## src/rtl/scan_seq_3b_pkg.sv

```systemverilog
// Shared types and defaults for the scan sequencer.
// SCAN_SEQ_BLANK_EN adds the BLANK state.
package scan_seq_3b_pkg;

  localparam int DEF_DIV    = 4;
  localparam int DEF_NUM_CH = 8;

`ifdef SCAN_SEQ_BLANK_EN
  typedef enum logic [1:0] {
    ST_IDLE  = 2'd0,
    ST_SCAN  = 2'd1,
    ST_BLANK = 2'd2
  } state_t;
`else
  typedef enum logic [1:0] {
    ST_IDLE = 2'd0,
    ST_SCAN = 2'd1
  } state_t;
`endif

endpackage

```

## src/rtl/scan_seq_3b_prescaler.sv

```systemverilog
// Dwell prescaler: counts 0..DIV-1 while enabled, tick on DIV-1.
// Unaffected by SCAN_SEQ_BLANK_EN.
module scan_prescaler #(
  parameter int DIV = 4
) (
  input  logic clk,
  input  logic rst,
  input  logic clr,
  input  logic en,
  output logic tick
);

  localparam int CW = (DIV > 1) ? $clog2(DIV) : 1;
  localparam logic [CW-1:0] LAST = CW'(DIV - 1);
  localparam logic [CW-1:0] ONE  = CW'(1);

  logic [CW-1:0] cnt;

  assign tick = en && (cnt == LAST);

  always_ff @(posedge clk or posedge rst) begin
    if (rst)
      cnt <= '0;
    else if (clr)
      cnt <= '0;
    else if (en)
      cnt <= tick ? '0 : cnt + ONE;
  end

endmodule

```

## src/rtl/scan_seq_3b.sv

```systemverilog
// Channel scan sequencer feeding a 3-to-8 decoder (x, En).
// Define SCAN_SEQ_BLANK_EN for a DIV-cycle dark gap between channels.
module scan_seq_3b
  import scan_seq_3b_pkg::*;
#(
  parameter int DIV    = DEF_DIV,
  parameter int NUM_CH = DEF_NUM_CH
) (
  input  logic       clk,
  input  logic       rst,
  input  logic       start,
  input  logic       stop,
  input  logic       cont,
  output logic [2:0] x,
  output logic       En,
  output logic       busy,
  output logic       done
);

  localparam logic [2:0] LAST_CH = 3'(NUM_CH - 1);

  state_t state;
  logic   tick;

  assign busy = (state != ST_IDLE);

  scan_prescaler #(.DIV(DIV)) u_pre (
    .clk  (clk),
    .rst  (rst),
    .clr  (stop || !busy),
    .en   (busy),
    .tick (tick)
  );

  always_ff @(posedge clk or posedge rst) begin
    if (rst) begin
      state <= ST_IDLE;
      x     <= '0;
      En    <= 1'b0;
      done  <= 1'b0;
    end else begin
      done <= 1'b0;
      if (stop) begin
        state <= ST_IDLE;
        x     <= '0;
        En    <= 1'b0;
      end else begin
        case (state)
          ST_IDLE: begin
            if (start) begin
              state <= ST_SCAN;
              x     <= '0;
              En    <= 1'b1;
            end
          end
          ST_SCAN: begin
            if (tick) begin
              if (x == LAST_CH) begin
                x <= '0;
                if (!cont) begin
                  state <= ST_IDLE;
                  En    <= 1'b0;
                  done  <= 1'b1;
                end
              end else begin
`ifdef SCAN_SEQ_BLANK_EN
                // go dark first; x advances at the end of the gap
                state <= ST_BLANK;
                En    <= 1'b0;
`else
                x <= x + 3'd1;
`endif
              end
            end
          end
`ifdef SCAN_SEQ_BLANK_EN
          ST_BLANK: begin
            if (tick) begin
              state <= ST_SCAN;
              x     <= x + 3'd1;
              En    <= 1'b1;
            end
          end
`endif
          default: begin
            state <= ST_IDLE;
            x     <= '0;
            En    <= 1'b0;
          end
        endcase
      end
    end
  end

endmodule

```

## config.mk

```make
export PLATFORM = sky130hd
export DESIGN_NAME = scan_seq_3b
export DESIGN_NICKNAME = d
export VERILOG_FILES = /design/src/rtl/scan_seq_3b_pkg.sv /design/src/rtl/scan_seq_3b_prescaler.sv /design/src/rtl/scan_seq_3b.sv
export SDC_FILE = /design/constraint.sdc
export NUM_CORES = 1
export LEC_CHECK = 0
export CORE_AREA = 10 10 47 49
export DETAILED_ROUTE_END_ITERATION = 8
export DIE_AREA = 0 0 57 59
export DONT_BUFFER_PORTS = 1
export PLACE_DENSITY = 0.48
export SYNTH_ARGS = -nofsm -noshare
export SYNTH_HDL_FRONTEND = slang
export SYNTH_SLANG_ARGS = --single-unit
export TNS_END_PERCENT = 5
```

## constraint.sdc

```tcl
create_clock -name clk -period 3.64 [get_ports clk]
set_input_delay 0.91 -clock clk [delete_from_list [all_inputs] [get_ports clk]]
set_output_delay 0.91 -clock clk [all_outputs]
set_load 0.02 [all_outputs]
```

==> results.py, run 1 <==
metrics = {
    "power_and_ir_drop": {
        "p_switching_uw": 37.7,
        "p_sw_share_pct": 23.2,
        "share_seq_of_total_power_pct": 51.6,
        "power_uw": 163,
        "intPower_uw": 125,
        "clockPowerShare_pct": 44.1,
        "peakVddDrop_mv": 0.113,
        "p_leak_uw": 0.000185,
        "power_density_nw_per_um2": 401,
        "combPwrFrac_pct": 4.2,
    },
    "floorplan": {
        "ioPinCount": 11,
        "fp.dieW_um": 57,
        "dieArea_um2": 3360,
        "fp-row-count": 14,
        "coreArea_um2": 1400,
        "start_util_pct": 26.5,
        "die_h_um": 59,
    },
    "place": {
        "port-buffer-count": 0,
        "place_congestion": 0.694,
        "hpwl_um": 602,
    },
    "synth": {
        "synth_cell_types": 18,
        "seq_area_frac_synth_pct": 47.1,
        "syn_area_um2": 372,
        "synthCells": 30,
        "synth_edf_count": 0,
        "syn_avg_cell_area_um2": 12.4,
        "synthArstFlopShare_pct": 100,
        "ys.flop_type": "dfrtp_1",
        "syn-num-nets": 38,
        "ys_warn_count": 0,
        "ys_ff_latch": 7,
    },
    "sta": {
        "grt_setup_unrepaired": "false",
        "finalHoldViolations": 0,
        "fmax_mhz": 528,
        "finalSetupViolCount": 0,
        "maxSlewHeadroom_pct": 58.9,
        "finalMaxSlewViolations": 0,
        "post-route-period-util_pct": 52.1,
        "clock-skew-final_ns": 0.00322,
        "fin_crit_ns": 1.90,
        "worst_pin_slew_ns": 0.616,
        "timing.setup.tns_ns": 0,
    },
    "clocking": {
        "cts_buffers": 3,
        "clk_latency_ns": 0.25,
        "post-cts-setup-buffer-count": 0,
        "cts.clk_slew.worst_paths_ns": 0.05,
        "cts_sinks": 7,
        "cts_hold_buffers": 0,
        "cts_resized": 0,
        "clock_path_buffers": 2,
        "h-tree-depth": 1,
        "cts_tree": "built",
        "cts-root-buf": "clkbuf_4",
    },
    "detailed_routing": {
        "wl_met2_um": 323,
        "highest_layer": "met4",
        "dr.pass1.iters": 3,
        "drt-vias-per-instance": 4.92,
        "met3_length_um": 106,
        "routed_wirelength_um": 760,
        "drt-initial-drc-count": 1,
        "drc": 0,
        "ant_nets": 0,
        "wl_met1_um": 303,
        "via_count": 236,
        "wire_per_inst_um": 15.8,
    },
    "worst_setup_path": {
        "endpoint_kind": "primary output",
        "worstPathRequired_ns": 2.73,
        "cp_max_fo": 10,
        "arrival_ns": 0.99,
        "path_class": "reg -> out",
        "worstSetupStartpointType": "flop",
    },
    "finish": {
        "area_growth_syn_to_layout_pct": 9.43,
        "final_nets": 41,
        "layout_commonest_cell": "dfrtp_1",
        "final_cell_mix": "dfrtp_1 (7), inv_1 (3), ha_1 (3), clkbuf_4 (3)",
        "drive_gt1_share_pct": 18.8,
        "finish.utilization_pct": 29.0,
        "antenna_cells": 0,
    },
    "flow_run": {
        "drv_cap": 0,
    },
    "global_routing": {
        "antenna_found_initial": 0,
        "gr-total-overflow": 0,
        "grt_max_degree": 11,
        "grt_pass1_vias": 252,
        "track_usage_pct": 4.85,
        "grt_pass1_wl_um": 1200,
    },
    "min_path": {
        "worstHoldPathType": "reg -> reg",
    },
    "status": {
        "status": "finished, final reports clean",
    },
}
## registers in the layout, summed over array words and instances, names as in the netlist
register   flops
done           1
x              3
En             1
u_pre.cnt      2
## power groups by stage
stage	registers (µW)	logic, µW	clock network (µW)
6_report	84.1	6.92	71.9
4_1_cts	84.1	7.16	73.7
5_1_grt	84.6	7.78	79.5
3_3_place_gp	85.4	7.02	0
3_5_place_dp	85.5	7.10	0
2_1_floorplan	83.6	9.54	0
## cell families (layout without fill, tap and decap cells)
family | Yosys count | in the layout | share of synthesized area (%)
and+or+nand+nor | 11 | 11 | 22.6
DFF | 7 | 7 | 47.1
buffers and inverters | 5 | 7 | 6.06
adders and majority gates | 3 | 3 | 10.1
AOI/OAI and AO/OA | 3 | 3 | 10.1
muxes | 1 | 1 | 4.04
## final timing paths
check / from / end / slack, ns / cells past startpoint
hold reg to reg: u_pre.cnt[0]$_DFFE_PP0P_ / u_pre.cnt[0]$_DFFE_PP0P_ / 0.44 / 1
hold / removal: u_pre.cnt[0]$_DFFE_PP0P_ / u_pre.cnt[0]$_DFFE_PP0P_ / 0.44 / 1
setup reg to reg: En$_DFFE_PP0P_ / x[1]$_DFFE_PP0P_ / 2.25 / 2
setup / recovery: En$_DFFE_PP0P_ / busy / 1.74 / 0
max in group asynchronous: rst / done$_DFF_PP0_ / 2.97 / 1
min in group asynchronous: rst / u_pre.cnt[0]$_DFFE_PP0P_ / 0.46 / 1
## routing by layer
metal,up-vias,GRT usage (%)
met1,111,4.31
li1,112,-
met2,10,6.36
met3,3,4.29
met4,0,5.03
met5,-,0
## synth_stat cells, types with 2 or more instances
| cell type | instances | area share, % |
|---|---|---|
| dfrtp_1 | 7 | 47 |
| ha_1 | 3 | 10 |
| inv_1 | 3 | 3.0 |
| nand2b_1 | 2 | 3.4 |
| o32ai_2 | 2 | 8.8 |
## area by class of cell
cell class | instances | area (µm²)
Clock buffer | 4 | 26.3
Fill cell | 153 | 995
Inverter | 3 | 11.3
Multi-Input combinational cell | 18 | 174
Sequential cell | 7 | 175
Tap cell | 16 | 20.0
## through the flow
| stage | instance area (µm²) | worst slack, ns | instances | hold slack (ns) |
|---|---|---|---|---|
| 3_3_place_gp | 380 | 2.02 | 44 | 0.425 |
| 6_report | 407 | 1.74 | 48 | 0.440 |
| 5_1_grt | 407 | 1.67 | 48 | 0.453 |
| 4_1_cts | 407 | 1.73 | 48 | 0.442 |
| 3_5_place_dp | 380 | 2.01 | 44 | 0.435 |
| 2_1_floorplan | 372 | 1.98 | 30 | 0.418 |
(Power assumes the default switching activity.)
==> inputs of run 2 (changes only) <==
- clock period: 3.64 -> 2 ns (I/O delays scaled with it)
==> results.py, run 2 (same netlist as run 1, synthesis figures left out) <==
metrics = {
    "sta": {
        "worst_pin_slew_ns": 0.460,
        "timing.setup.tns_ns": 0,
        "finalHoldViolations": 0,
        "finalSetupViolCount": 0,
        "clock-skew-final_ns": 0.00247,
        "grt_setup_unrepaired": "false",
        "whs_ns": 0.0635,
        "maxSlewHeadroom_pct": 69.3,
        "post-route-period-util_pct": 80.6,
        "finalMaxSlewViolations": 0,
        "fin_crit_ns": 1.61,
        "fmax_mhz": 621,
    },
    "clocking": {
        "cts_tree": "built",
        "post-cts-setup-buffer-count": 0,
        "clock_path_buffers": 2,
        "cts-root-buf": "clkbuf_4",
        "h-tree-depth": 1,
        "cts_resized": 0,
        "cts_buffers": 3,
        "clk_latency_ns": 0.25,
        "cts_sinks": 7,
        "cts_hold_buffers": 0,
        "cts.clk_slew.worst_paths_ns": 0.05,
    },
    "detailed_routing": {
        "ant_nets": 0,
        "routed_wirelength_um": 780,
        "wire_per_inst_um": 15.9,
        "dr.pass1.iters": 3,
        "drc": 0,
        "via_count": 234,
        "drt-vias-per-instance": 4.78,
        "drt-initial-drc-count": 1,
    },
    "finish": {
        "antenna_cells": 0,
        "area_growth_syn_to_layout_pct": 11.4,
        "reg_top3": "x (3), u_pre.cnt (2)",
        "fillers": 159,
        "drive_gt1_share_pct": 21.2,
        "layout_commonest_cell": "dfrtp_1",
        "final_nets": 42,
        "largest_reg_flops": 3,
        "regMostFlops": "x",
        "final_cells": 49,
        "final_cell_mix": "dfrtp_1 (7), inv_1 (3), ha_1 (3), clkbuf_4 (3)",
    },
    "global_routing": {
        "gr-total-overflow": 0,
        "antenna_found_initial": 0,
        "track_usage_pct": 5.55,
        "grt_max_degree": 11,
        "grt_pass1_vias": 271,
        "grt_pass1_wl_um": 1380,
    },
    "floorplan": {
        "coreArea_um2": 1400,
        "fp-row-count": 14,
        "ioPinCount": 11,
        "fp.dieW_um": 57,
        "dieArea_um2": 3360,
        "start_util_pct": 26.5,
        "die_h_um": 59,
    },
    "power_and_ir_drop": {
        "intPower_uw": 229,
        "peakVddDrop_mv": 0.299,
        "combPwrFrac_pct": 5.6,
        "share_seq_of_total_power_pct": 50.7,
        "p_switching_uw": 68.8,
        "p_leak_uw": 0.000190,
        "p_sw_share_pct": 23.1,
        "power_density_nw_per_um2": 720,
        "clockPowerShare_pct": 43.7,
    },
    "worst_setup_path": {
        "slowest_delay_ns": 0.62,
        "arrival_ns": 1.11,
        "cp_slowest_cell": "dfrtp_1",
        "path_buf_inv": 1,
        "path_class": "reg -> out",
        "worstSetupStartpointType": "flop",
        "cp_top_family": "flip-flops",
        "cp_max_fo": 9,
        "worstPathRequired_ns": 1.50,
        "critical_path.cell_chain": "buf_4",
        "endpoint_kind": "primary output",
    },
    "place": {
        "dp_cells": 45,
        "hpwl_um": 623,
        "port-buffer-count": 0,
        "place_congestion": 0.686,
    },
    "flow_run": {
        "drv_cap": 0,
    },
    "min_path": {
        "worstHoldPathType": "in -> async",
    },
    "status": {
        "status": "finished, final reports clean",
    },
}
-- run 2: power by group through the flow --
stage          Clock, µW  Combinational (µW)  Sequential (µW)
3_3_place_gp           0                17.2              153
5_1_grt              151                19.0              152
6_report             130                16.7              151
4_1_cts              135                17.4              151
2_1_floorplan          0                17.4              152
3_5_place_dp           0                17.4              153
-- run 2: worst register-to-register path: cells and delay by family, from the launching register on --
family	cells	cell delay [ns]
adder cells (fa/ha/maj)	2	0.47
flip-flops	1	0.48
AND/OR/NAND/NOR	2	0.32
-- run 2: cell type report --
cell class	instances	area (µm²)	share of cell area (%)
Clock buffer	4	26.3	6.34
Inverter	3	11.3	2.72
Multi-Input combinational cell	18	174	42.0
Sequential cell	7	175	42.3
Tap cell	16	20.0	4.83
Timing Repair Buffer	1	7.51	1.81
-- run 2: layer usage --
layer	global-route usage [%]	routed length, µm
met1	5.38	267
met2	7.60	391
met3	4.08	116
met4	5.03	5
met5	0	0
-- run 2: metrics by stage --
stage	setup WS (ns)	cell area [µm²]	total power, µW	utilization [%]
2_1_floorplan	0.699	372	170	-
3_3_place_gp	0.639	388	170	27.7
3_5_place_dp	0.614	388	171	27.7
4_1_cts	0.379	414	303	29.6
5_1_grt	0.310	414	322	29.6
6_report	0.389	414	298	29.6
-- run 2: worst paths after layout --
kind | from | endpoint | slack (ns) | depth (start not counted)
setup / recovery | En$_DFFE_PP0P_ | busy | 0.39 | 1
min in group clk | stop | done$_DFF_PP0_ | 0.31 | 1
hold / removal | rst | En$_DFFE_PP0P_ | 0.06 | 1
hold reg to reg | u_pre.cnt[0]$_DFFE_PP0P_ | u_pre.cnt[0]$_DFFE_PP0P_ | 0.44 | 1
setup reg to reg | x[0]$_DFFE_PP0P_ | done$_DFF_PP0_ | 0.62 | 4
max in group asynchronous | rst | x[2]$_DFFE_PP0P_ | 1.72 | 1
